## config.mk

```make
export PLATFORM = sky130hd
export DESIGN_NAME = ixc_osf_tbc_step_gen_flat
export DESIGN_NICKNAME = d
export VERILOG_FILES = /design/src/rtl/ixc_osf_tbc_pkg.sv /design/src/rtl/ixc_osf_tbc_step_gen_if.sv /design/src/rtl/ixc_osf_tbc_req_fifo.sv /design/src/rtl/ixc_osf_tbc_step_gen.sv /design/src/flat_wrapper.sv
export SDC_FILE = /design/constraint.sdc
export NUM_CORES = 1
export LEC_CHECK = 0
export ABC_AREA = 1
export BUFFER_PORTS_ARGS = -buffer_cell sky130_fd_sc_hd__buf_2
export CORE_ASPECT_RATIO = 0.8
export CORE_MARGIN = 2
export CORE_UTILIZATION = 51
export CTS_BUF_LIST = sky130_fd_sc_hd__clkbuf_2
export CTS_CLUSTER_SIZE = 25
export DETAILED_ROUTE_END_ITERATION = 8
export GPL_TIMING_DRIVEN = 0
export PLACE_DENSITY = 0.7
export SLEW_MARGIN = 10
export SYNTH_ARGS = -nofsm -noshare
export SYNTH_HDL_FRONTEND = slang
export SYNTH_HIERARCHICAL = 1
export SYNTH_SLANG_ARGS = --single-unit
```

## constraint.sdc

```tcl
create_clock -name clk -period 2.3 [get_ports clk]
set_input_delay 0.23 -clock clk [delete_from_list [all_inputs] [get_ports clk]]
set_output_delay 0.23 -clock clk [all_outputs]
set_load 0.02 [all_outputs]
```

## src/rtl/ixc_osf_tbc_pkg.sv

```systemverilog
// Shared types and constants for the osfTbc one-step-flow tick generator.
//   state_e      : step generator FSM states
//   TICK_TOTAL_W : width of the free-running issued-tick counter
//   cnt_width()  : bits needed to hold values 0..max_val (minimum 1)
package ixc_osf_tbc_pkg;

  typedef enum logic [1:0] {
    StIdle,
    StLoad,
    StTick,
    StGap
  } state_e;

  localparam int unsigned TICK_TOTAL_W = 32;

  function automatic int unsigned cnt_width(int unsigned max_val);
    return (max_val == 0) ? 1 : $clog2(max_val + 1);
  endfunction

endpackage

```

## src/rtl/ixc_osf_tbc_step_gen_if.sv

```systemverilog
// Step request channel between the host and the osfTbc step generator.
//   req_valid : host has a request
//   req_ready : generator can accept (queue not full)
//   req_steps : number of ticks to issue for the request
// Modports: master = host side, slave = generator side.
interface ixc_osf_tbc_step_gen_if #(
  parameter int unsigned CNT_W = 16
);
  logic             req_valid;
  logic             req_ready;
  logic [CNT_W-1:0] req_steps;

  modport master (
    output req_valid,
    output req_steps,
    input  req_ready
  );

  modport slave (
    input  req_valid,
    input  req_steps,
    output req_ready
  );
endinterface

```

## src/rtl/ixc_osf_tbc_req_fifo.sv

```systemverilog
// Request queue for the osfTbc step generator: DEPTH x WIDTH synchronous FIFO with a
// registered occupancy count and a synchronous flush that wins over push and pop.
// Ports:
//   clk, rst_n : clock, asynchronous active-low reset
//   flush_i    : empty the queue next cycle; a push in the same cycle is dropped
//   push_i     : write data_i (ignored when full)
//   data_i     : entry to write
//   pop_i      : discard the head entry (ignored when empty)
//   data_o     : head entry
//   full_o     : queue full, from registered count
//   empty_o    : queue empty, from registered count
// DEPTH must be a power of two and at least 2 so pointers wrap naturally.
module ixc_osf_tbc_req_fifo
  import ixc_osf_tbc_pkg::*;
#(
  parameter int unsigned WIDTH = 16,
  parameter int unsigned DEPTH = 4
) (
  input  logic             clk,
  input  logic             rst_n,
  input  logic             flush_i,
  input  logic             push_i,
  input  logic [WIDTH-1:0] data_i,
  input  logic             pop_i,
  output logic [WIDTH-1:0] data_o,
  output logic             full_o,
  output logic             empty_o
);

  localparam int unsigned PtrW = $clog2(DEPTH);
  localparam int unsigned CntW = cnt_width(DEPTH);

  logic [WIDTH-1:0] mem_q [DEPTH];
  logic [PtrW-1:0]  wr_ptr_q, wr_ptr_d;
  logic [PtrW-1:0]  rd_ptr_q, rd_ptr_d;
  logic [CntW-1:0]  count_q, count_d;
  logic             push_ok, pop_ok;

  assign full_o  = (count_q == CntW'(DEPTH));
  assign empty_o = (count_q == '0);
  assign data_o  = mem_q[rd_ptr_q];

  assign push_ok = push_i && !full_o && !flush_i;
  assign pop_ok  = pop_i && !empty_o && !flush_i;

  always_comb begin
    wr_ptr_d = wr_ptr_q;
    rd_ptr_d = rd_ptr_q;
    count_d  = count_q;
    if (flush_i) begin
      wr_ptr_d = '0;
      rd_ptr_d = '0;
      count_d  = '0;
    end else begin
      if (push_ok) wr_ptr_d = wr_ptr_q + PtrW'(1);
      if (pop_ok)  rd_ptr_d = rd_ptr_q + PtrW'(1);
      case ({push_ok, pop_ok})
        2'b10:   count_d = count_q + CntW'(1);
        2'b01:   count_d = count_q - CntW'(1);
        default: count_d = count_q;
      endcase
    end
  end

  always_ff @(posedge clk or negedge rst_n) begin
    if (!rst_n) begin
      wr_ptr_q <= '0;
      rd_ptr_q <= '0;
      count_q  <= '0;
    end else begin
      wr_ptr_q <= wr_ptr_d;
      rd_ptr_q <= rd_ptr_d;
      count_q  <= count_d;
    end
  end

  // Storage needs no reset: an entry is only read after it has been written.
  always_ff @(posedge clk) begin
    if (push_ok) mem_q[wr_ptr_q] <= data_i;
  end

endmodule

```

## src/rtl/ixc_osf_tbc_step_gen.sv

```systemverilog
// Driving end of the osfTbc one-step-flow tick line. Host step requests are queued and
// each is expanded into that many single-cycle, registered osfTbc ticks.
// Ports:
//   clk, rst_n   : clock, asynchronous active-low reset
//   req_if       : request channel (slave side): valid/ready/steps
//   hold_i       : consumer stall, no tick is issued in a cycle with hold high
//   abort_i      : flush queue and current run, priority over everything
//   osf_tbc_o    : registered tick, one cycle high per step
//   busy_o       : run in progress or requests queued
//   done_o       : one-cycle pulse when a request finishes
//   tick_total_o : free-running, wrapping count of issued ticks
module ixc_osf_tbc_step_gen
  import ixc_osf_tbc_pkg::*;
#(
  parameter int unsigned CNT_W = 16,
  parameter int unsigned DEPTH = 4,
  parameter int unsigned GAP   = 0
) (
  input  logic                    clk,
  input  logic                    rst_n,
  ixc_osf_tbc_step_gen_if.slave   req_if,
  input  logic                    hold_i,
  input  logic                    abort_i,
  output logic                    osf_tbc_o,
  output logic                    busy_o,
  output logic                    done_o,
  output logic [TICK_TOTAL_W-1:0] tick_total_o
);

  localparam int unsigned GapW = cnt_width(GAP);
  // The gap counter counts down to zero, so it starts at GAP-1.
  localparam logic [GapW-1:0] GapInit = (GAP == 0) ? '0 : GapW'(GAP - 1);

  state_e                  state_q;
  logic [CNT_W-1:0]        remaining_q;
  logic [GapW-1:0]         gap_cnt_q;
  logic                    osf_tbc_q;
  logic                    done_q;
  logic [TICK_TOTAL_W-1:0] tick_total_q;

  logic             fifo_full, fifo_empty;
  logic [CNT_W-1:0] fifo_head;
  logic             req_push;
  logic             fifo_pop;
  logic             work_avail;

  assign req_if.req_ready = !fifo_full;
  assign req_push         = req_if.req_valid && !fifo_full;
  // LOAD always pops; the FIFO is guaranteed non-empty when LOAD is entered.
  assign fifo_pop         = (state_q == StLoad) && !abort_i;
  // Counting the push of this cycle lets a fresh request reach LOAD one cycle earlier
  // and keeps exactly one LOAD cycle between the runs of queued requests.
  assign work_avail       = !fifo_empty || req_push;

  ixc_osf_tbc_req_fifo #(
    .WIDTH (CNT_W),
    .DEPTH (DEPTH)
  ) u_req_fifo (
    .clk     (clk),
    .rst_n   (rst_n),
    .flush_i (abort_i),
    .push_i  (req_push),
    .data_i  (req_if.req_steps),
    .pop_i   (fifo_pop),
    .data_o  (fifo_head),
    .full_o  (fifo_full),
    .empty_o (fifo_empty)
  );

  always_ff @(posedge clk or negedge rst_n) begin
    if (!rst_n) begin
      state_q      <= StIdle;
      remaining_q  <= '0;
      gap_cnt_q    <= '0;
      osf_tbc_q    <= 1'b0;
      done_q       <= 1'b0;
      tick_total_q <= '0;
    end else begin
      osf_tbc_q <= 1'b0;
      done_q    <= 1'b0;
      if (abort_i) begin
        // Run dropped silently: no done, tick_total keeps its value.
        state_q     <= StIdle;
        remaining_q <= '0;
        gap_cnt_q   <= '0;
      end else begin
        case (state_q)
          StIdle: begin
            if (work_avail) state_q <= StLoad;
          end
          StLoad: begin
            remaining_q <= fifo_head;
            if (fifo_head == '0) begin
              done_q  <= 1'b1;
              state_q <= StIdle;
            end else begin
              state_q <= StTick;
            end
          end
          StTick: begin
            if (!hold_i) begin
              osf_tbc_q    <= 1'b1;
              remaining_q  <= remaining_q - CNT_W'(1);
              tick_total_q <= tick_total_q + TICK_TOTAL_W'(1);
              if (remaining_q == CNT_W'(1)) begin
                done_q  <= 1'b1;
                state_q <= work_avail ? StLoad : StIdle;
              end else if (GAP > 0) begin
                gap_cnt_q <= GapInit;
                state_q   <= StGap;
              end
            end
          end
          StGap: begin
            if (gap_cnt_q == '0) begin
              state_q <= StTick;
            end else begin
              gap_cnt_q <= gap_cnt_q - GapW'(1);
            end
          end
          default: state_q <= StIdle;
        endcase
      end
    end
  end

  assign osf_tbc_o    = osf_tbc_q;
  assign done_o       = done_q;
  assign tick_total_o = tick_total_q;
  assign busy_o       = (state_q != StIdle) || !fifo_empty;

endmodule

```

## src/flat_wrapper.sv

```systemverilog
// flat-port wrapper written by rule: the top's interface ports become plain ports
module ixc_osf_tbc_step_gen_flat import ixc_osf_tbc_pkg::*;
#(
  parameter int unsigned CNT_W = 16,
  parameter int unsigned DEPTH = 4,
  parameter int unsigned GAP   = 0
)
  (clk, rst_n, hold_i, abort_i, osf_tbc_o, busy_o, done_o, tick_total_o, req_if_req_valid, req_if_req_steps, req_if_req_ready);
  ixc_osf_tbc_step_gen_if #(.CNT_W(CNT_W)) req_if_i ();
  input  logic clk;
  input  logic rst_n;
  input  logic hold_i;
  input  logic abort_i;
  output logic osf_tbc_o;
  output logic busy_o;
  output logic done_o;
  output logic [TICK_TOTAL_W-1:0] tick_total_o;
  input wire logic [$bits(req_if_i.req_valid)-1:0] req_if_req_valid;
  input wire logic [$bits(req_if_i.req_steps)-1:0] req_if_req_steps;
  output wire logic [$bits(req_if_i.req_ready)-1:0] req_if_req_ready;
  assign req_if_i.req_valid = req_if_req_valid;
  assign req_if_i.req_steps = req_if_req_steps;
  assign req_if_req_ready = req_if_i.req_ready;
  ixc_osf_tbc_step_gen #(.CNT_W(CNT_W), .DEPTH(DEPTH), .GAP(GAP)) u_core (.clk(clk), .rst_n(rst_n), .req_if(req_if_i), .hold_i(hold_i), .abort_i(abort_i), .osf_tbc_o(osf_tbc_o), .busy_o(busy_o), .done_o(done_o), .tick_total_o(tick_total_o));
endmodule
```

After elaboration in Yosys (flattened, before gate mapping)
Memory sizes are Yosys's and may differ from the RTL's.
Cells that the tools add are included.
{ "op_classes": {"addsub": 7, "div_mod_pow": 0, "order_cmp": 0, "n_bitwise": 2, "shift": 0, "mux": 30, "n_eq_ne": 11, "mul": 0, "n_reduce_logical": 23} }
{ "ops": {"columns": ["op", "count"], "rows": [
  ["$add A32 B1 Y32 const B", 1],
  ["$mux W16", 2],
  ["$pmux W16 S2", 1],
  ["$mux W2", 10],
  ["$eq A16 B1 Y1 const B", 1],
  ["$logic_not A16 Y1", 1],
  ["$sub A16 B1 Y16 const B", 1],
  ["$mux W1", 13],
  ["$pmux W2 S4", 1],
  ["$reduce_bool A2 Y1", 4],
  ["$eq A2 B2 Y1 const B", 3],
  ["$logic_and A1 B1 Y1", 6],
  ["$ne A3 B2 Y1 const B", 2],
  ["$ne A3 B3 Y1 const B", 2],
  ["$pmux W3 S2", 1],
  ["$reduce_bool A3 Y1", 2],
  ["$add A2 B1 Y2 const B", 2],
  ["$eq A2 B1 Y1 const B", 2],
  ["$reduce_and A4 Y1", 1],
  ["$add A3 B1 Y3 const B", 1],
  ["$eq A3 B3 Y1 const B", 1],
  ["$logic_not A1 Y1", 3],
  ["$logic_not A3 Y1", 1],
  ["$mux W3", 1],
  ["other kinds (8)", 10]
]} }
{ "word_totals": {"reg_bits": 60, "output_inout_bits": 36, "romBits": 0, "n_memories": 1, "mem_bits_rw": 64, "in_bits": 21, "latch_bits": 0, "wordCells": 83} }
{ "memory_table": {"columns": ["name", "words", "width", "rd", "rd_clocked_by_memory_dff", "write_ports", "line_no", "text"], "rows": [
  ["u_core.u_req_fifo.mem_q", 4, 16, 1, 0, 1, "ixc_osf_tbc_req_fifo.sv:33", "logic [WIDTH-1:0] mem_q [DEPTH];"]
]} }

Depth between registers and ports, before layout
{ "depth": {"depth_word": 9, "mapped_depth": 15, "depth_no_buf": 15} }

By module
The synthesis kept the hierarchy.
{ "modules_own_cells": {"columns": ["module", "seq_area_each_um2", "instances", "area_per_inst_um2", "cells_each"], "rows": [
  ["ixc_osf_tbc_step_gen", 1301.2, 1, 3394.5, 498],
  ["ixc_osf_tbc_req_fifo", 2097.0, 1, 2849.0, 220]
]} }

Worst setup path before layout
No wires, ideal clock.
{ "synth_path": {"path_kind": "flip-flop to flip-flop", "startpoint": "register u_core.u_req_fifo.count_q[0]", "endpoint": "memory u_core.u_req_fifo.mem_q[0][0], enable pin", "arrival_time_ns": 1.698, "path_buffers": 0, "stages_incl_launch_ff": 7, "required_ns": 1.911, "path_slack_ns": 0.214, "setup_time_ns": 0.389, "period_less_slack_ns": 2.086, "cell_sequence": "dfrtp_1 nor2_2 nand2_2 inv_1 nor2_1 nand3_2 nor2_1"} }
{ "synth_via": {"elab_chain_len": 7} }
{ "synth_lines": {"columns": ["item", "line_no", "text"], "rows": [
  ["start: declaration", "ixc_osf_tbc_req_fifo.sv:36", "logic [CntW-1:0] count_q, count_d;"],
  ["start signal: assignment", "ixc_osf_tbc_req_fifo.sv:73", "count_q <= count_d;"],
  ["$eq A3 B3 Y1", "ixc_osf_tbc_req_fifo.sv:39", "assign full_o = (count_q == CntW'(DEPTH));"],
  ["named net u_core.fifo_full", "ixc_osf_tbc_step_gen.sv:41", "logic fifo_full, fifo_empty;"],
  ["$logic_not A1 Y1", "ixc_osf_tbc_step_gen.sv:48", "assign req_push = req_if.req_valid && !fifo_full;"],
  ["$logic_and A1 B1 Y1", "ixc_osf_tbc_step_gen.sv:48", null],
  ["named net u_core.req_push", "ixc_osf_tbc_step_gen.sv:43", "logic req_push;"],
  ["$logic_and A1 B1 Y1 (2 in series)", "ixc_osf_tbc_req_fifo.sv:43", "assign push_ok = push_i && !full_o && !flush_i;"],
  ["$mux W1", "ixc_osf_tbc_req_fifo.sv:79", "if (push_ok) mem_q[wr_ptr_q] <= data_i;"],
  ["$mux W1 (implied by the code)", "ixc_osf_tbc_req_fifo.sv:79", null],
  ["end: declaration", "ixc_osf_tbc_req_fifo.sv:33", null]
]} }
The timed path passes the listed nets, and every way through them passes these cells.

Final worst setup path
{ "layout_path": {"startpoint": "register u_core.state_q[1]", "endpoint": "register u_core.u_req_fifo.count_q[2]"} }
{ "layout_via": {"elab_chain_len": 7, "elab_cells_between_ends": 9, "classes_between": "eq/ne (3); mux (2); reduce/logical (4)"} }
{ "layout_lines": {"columns": ["item", "line_no", "text"], "rows": [
  ["start: declaration", "ixc_osf_tbc_step_gen.sv:34", "state_e state_q;"],
  ["start signal: assignment", "ixc_osf_tbc_step_gen.sv:72", "state_q <= StIdle;"],
  ["start signal: assignment", "ixc_osf_tbc_step_gen.sv:83", "state_q <= StIdle;"],
  ["start signal: assignment", "ixc_osf_tbc_step_gen.sv:89", "if (work_avail) state_q <= StLoad;"],
  ["$eq A2 B1 Y1 *", "ixc_osf_tbc_step_gen.sv:50", "assign fifo_pop = (state_q == StLoad) && !abort_i;"],
  ["$logic_and A1 B1 Y1 *", "ixc_osf_tbc_step_gen.sv:50", null],
  ["named net u_core.fifo_pop", "ixc_osf_tbc_step_gen.sv:44", "logic fifo_pop;"],
  ["$logic_and A1 B1 Y1 * (2 in series)", "ixc_osf_tbc_req_fifo.sv:44", "assign pop_ok = pop_i && !empty_o && !flush_i;"],
  ["$eq A2 B1 Y1 or $eq A2 B2 Y1 (tied branches)", "ixc_osf_tbc_req_fifo.sv:57", "case ({push_ok, pop_ok})"],
  ["$pmux W3 S2", "ixc_osf_tbc_req_fifo.sv:57", null],
  ["$mux W3", "ixc_osf_tbc_req_fifo.sv:50", "if (flush_i) begin"]
]} }
The timed path passes the listed nets; every way through them passes the cells marked *.
A chain may end at the register's enable or synchronous reset.

==> impl_summary.log <==
[metrics] Worst Hold Class: input pin to async pin
[metrics] endpoints failing hold: 0
[metrics] largest fanout on the critical path: 4
[metrics] number of I/O pins: 57
[metrics] Finish-stage setup viols: 0
[metrics] most common cell in the synthesized netlist: sky130_fd_sc_hd__nand2_1
[metrics] headroom to the max-slew limit: 47.4%
[metrics] horizontal die dimension: 128 um
[metrics] Max Clock Freq: 0.463 GHz
[metrics] critical path launch point: u_core/state_q[1]
[metrics] number of nets in the layout: 853
[metrics] WP data required: ~3 ns
[metrics] remaining antenna violation count: 0
[metrics] via total after detailed routing: 5241
[metrics] Net Switching: ~2.6 mW
[metrics] GR Overflow Total: 0
[metrics] flop and latch count out of synthesis: about 120
[metrics] pin count of the biggest net entering global routing: 60
[metrics] logic depth of the worst register-to-register path: 14
[metrics] H-tree level count: 4
[metrics] number of standard cells in the final layout excluding fillers: 984
[metrics] average wire per cell in the routed design: 15.6 um
[metrics] number of distinct library cells after synthesis: 33
[metrics] Post-synth ARST share: 48.0%
[metrics] Reg-to-Reg End: u_core/u_req_fifo/count_q[2]
[metrics] post-layout minimum cycle time: between 2 and 2.5 ns
[metrics] type of the setup path with the least slack: flop to flop
[metrics] mean instance size in the synthesized netlist: 8.70 sq um
[metrics] IO buf count: 56
[metrics] global placement routability congestion: 0.855
[metrics] cell at the slowest stage of the critical path: sky130_fd_sc_hd__dfrtp_1
[metrics] Residual DRC: 0
[metrics] register share of total power: 45.1%
[metrics] delay of the slowest cell on the worst path: 0.44 ns
[metrics] period utilisation layout: 93.9%
[metrics] root buf cell: sky130_fd_sc_hd__clkbuf_2
[metrics] power after layout: 6.37 mW
[metrics] clock tree from TritonCTS: yes
[metrics] HPWL after detailed placement: 11.0 mm
[metrics] max_cap viols: 0
[metrics] worst flop-to-flop path startpoint: u_core/state_q[1]
[metrics] 1st-iter DRT viols: around 520
[metrics] number of rows in the core area: 36
[metrics] startpoint class of the critical path: flop
[metrics] Ys Warns: 6
[metrics] Pwr Density: between 800 and 900 mW/mm^2
[metrics] Num CTS Buffers: 17
[metrics] placed instance count: just over 900
[metrics] vertical die dimension: 103 um
[metrics] leakage power of the design: 3.28 nW
[metrics] cell types with the highest counts after synthesis: sky130_fd_sc_hd__nand2_1, sky130_fd_sc_hd__nor2_1, sky130_fd_sc_hd__edfxtp_1
[metrics] CTS clk-pin slew, worst paths: 0.21 ns
[metrics] result of the run: finished clean
[metrics] post-synthesis sequential area ratio: 54.4%
[metrics] Cell Chain, Critical Path: inv_1 -> ha_1 -> inv_1 -> nor2_1 -> nand2_2 -> nor2_2 -> nand2_1 -> inv_1 -> fa_1 -> xnor2_2 -> nand3_1 -> nand2_1 -> nand2_1 -> nand2_1
[metrics] termination of the worst setup path: u_core/u_req_fifo/count_q[2]
[metrics] top cells by area in the synthesized netlist: sky130_fd_sc_hd__edfxtp_1, sky130_fd_sc_hd__dfrtp_1, sky130_fd_sc_hd__nand2_1
[metrics] mean number of vias per cell: around 5.3
[metrics] area growth from synthesis to layout: 16.4%
[metrics] area of the die: 0.0131 sq mm
[metrics] via count of the first global-routing pass: about 5000
[metrics] Synth Net Count: 752
[metrics] source-to-sink clock delay at the later pin of the worst-skew pair: 0.68 ns
[metrics] switching fraction of total power: 40.0%
[metrics] slack of the worst reg-to-reg path: around 0.14 ns
[metrics] effective utilization at floorplan: 51.7%
[metrics] total count of max-transition violations in the final report: 0
[metrics] Mapped Cells: 718
[metrics] GRT Resource Usage Total: 24.1%
[metrics] library cell with the largest summed area after synthesis: sky130_fd_sc_hd__edfxtp_1
[metrics] Clock Path Buffers: 2
[metrics] initial antenna violation count: 0
[metrics] proportion of layout cells with a drive suffix above 1: about 16%
[metrics] cell with the most instances on the worst path: sky130_fd_sc_hd__nand2_1
[metrics] Max Clock Skew: ~0.030 ns
[metrics] summed instance area of the synthesized netlist: ~0.0062 sq mm
[metrics] part of the total power dissipated in combinational logic: 31.7%
[metrics] type of destination of the critical path: flop
[metrics] global-route wire length before repair: 24.3 mm
[metrics] proportion of power drawn by the clock network: 23.2%
[metrics] pin slew with the least headroom to its limit: 0.788 ns
[metrics] routed wire length: ~15 mm
[metrics] core region area: 0.0121 sq mm
[metrics] total internal power: ~3.8 mW
[metrics] primary flip-flop cell chosen by synthesis mapping: sky130_fd_sc_hd__edfxtp_1
[metrics] number of detailed-route iterations in the first pass: 6
[metrics] count of flip-flops with a built-in enable after synthesis: 64
[metrics] diode count: 0
[metrics] CP arrival: between 2 and 3 ns
[metrics] share of the synthesized area in the top cell type: about 30%
[metrics] worst IR drop on VDD: 0.000478 V
[metrics] clock tree sinks: 123
## cells in the final DEF, fill, tap and decap left out, types with 2 or more instances in the layout
cell type / instances
sky130_fd_sc_hd__a21oi_1: 4
sky130_fd_sc_hd__buf_2: 63
sky130_fd_sc_hd__buf_4: 3
sky130_fd_sc_hd__buf_6: 3
sky130_fd_sc_hd__bufinv_16: 2
sky130_fd_sc_hd__clkbuf_1: 6
sky130_fd_sc_hd__clkbuf_2: 17
sky130_fd_sc_hd__clkinv_4: 3
sky130_fd_sc_hd__dfrtp_1: 59
sky130_fd_sc_hd__dlygate4sd3_1: 20
sky130_fd_sc_hd__edfxtp_1: 64
sky130_fd_sc_hd__ha_1: 12
sky130_fd_sc_hd__inv_1: 63
sky130_fd_sc_hd__inv_2: 6
sky130_fd_sc_hd__inv_6: 6
sky130_fd_sc_hd__inv_8: 3
sky130_fd_sc_hd__nand2_1: 179
sky130_fd_sc_hd__nand2_2: 7
sky130_fd_sc_hd__nand2_4: 2
sky130_fd_sc_hd__nand3_1: 44
sky130_fd_sc_hd__nand3_2: 2
sky130_fd_sc_hd__nand3b_1: 6
sky130_fd_sc_hd__nand4_1: 9
sky130_fd_sc_hd__nor2_1: 122
sky130_fd_sc_hd__nor2_2: 12
sky130_fd_sc_hd__nor2_4: 3
sky130_fd_sc_hd__nor2_8: 2
sky130_fd_sc_hd__nor3_1: 2
sky130_fd_sc_hd__o211ai_1: 2
sky130_fd_sc_hd__o21ai_0: 50
sky130_fd_sc_hd__o21ai_1: 4
sky130_fd_sc_hd__o22ai_1: 21
sky130_fd_sc_hd__xnor2_1: 11
sky130_fd_sc_hd__xor2_1: 10
## worst min-delay path by stage
| stage | start | endpoint | slack [ns] | cells after the start |
|---|---|---|---|---|
| 2_1_floorplan | rst_n | u_core/done_o | -0.07 | 0 |
| 6_report | rst_n | u_core/remaining_q[10] | 0.14 | 2 |
| 3_5_place_dp | rst_n | u_core/remaining_q[10] | 0.36 | 1 |
| 3_3_place_gp | req_if_req_steps[10] | u_core/u_req_fifo/mem_q[0][10] | 0.44 | 1 |
| 4_1_cts | rst_n | u_core/tick_total_o[4] | 0.11 | 2 |
| 5_1_grt | rst_n | u_core/remaining_q[9] | 0.15 | 2 |
## stage by stage
stage                     hold WS (ns)  setup TNS (ns)  setup slack [ns]  area, sq um  utilization (%)
after global routing             0.150        -0.00421          -0.00421         7270             60.2
after global placement           0.437          -28.67            -0.479         6710             55.6
after CTS                        0.111               0            0.0320         7240             60.0
after floorplan                -0.0656               0             0.214         6240                -
after detailed placement         0.362               0            0.0909         6780             56.1
final                            0.135               0             0.141         7270             60.2
## routing by layer
metal | GRT usage, % | vias to the layer above | share of wire (%)
li1 | - | 2560 | -
met5 | 0 | - | 0
met4 | 8.37 | 0 | 1.2
met1 | 33.6 | 2498 | 48
met2 | 38.2 | 160 | 45
met3 | 4.93 | 23 | 5.8
## cells by family (layout without fill, tap and decap cells)
| family | Yosys count | count (layout) | share of synthesized area (%) |
|---|---|---|---|
| XOR/XNOR | 22 | 22 | 3.09 |
| flip-flops | 123 | 123 | 54.4 |
| AND/OR/NAND/NOR | 392 | 392 | 27.1 |
| AO/OA/AOI/OAI | 85 | 85 | 7.50 |
| buffers and inverters | 83 | 197 | 5.15 |
| adder cells (fa/ha/maj) | 13 | 13 | 2.73 |
## state kept, by name (all words and copies together) (netlist names)
name and cells:
u_core/u_req_fifo/mem_q 64, u_core/tick_total_o 32, u_core/remaining_q 16, u_core/u_req_fifo/count_q 3, u_core/state_q 2, u_core/u_req_fifo/rd_ptr_q 2
u_core/u_req_fifo/wr_ptr_q 2, u_core/done_o 1, u_core/osf_tbc_o 1
## power by group through the flow
stage                     clock [mW]  combinational (mW)  sequential (mW)
after global placement             0                1.85             2.90
after CTS                       1.52                1.98             2.87
after detailed placement           0                1.94             2.91
after floorplan                    0                1.34             2.89
final                           1.48                2.02             2.87
after global routing            1.61                2.28             2.91
## worst max-delay path: cells and delay by family, from the launching register on
kind          cells  cell delay (ns)
simple gates      8             0.62
fa+ha+maj         2             0.65
flops             1             0.44
xor+xnor          1             0.18
buf+inv           3             0.23
## area by class of cell
class	count	area, sq um
inverters	69	259
fillers	1041	4800
repair buffers	82	547
clock buffers	17	85.1
plain buffers	14	62.6
multi-input cells	512	2550
clock inverters	15	176
flip-flops and latches	123	3400
well taps	152	190
## repair_timing
action,4_1_cts,5_1_grt
hold buffers,20,0
hold endpoints to repair,134,0
endpoints found under the setup margin,0,27
buffers inserted,0,2
gates resized for setup,0,3
Note: power is estimated with default switching activity, not from simulation.
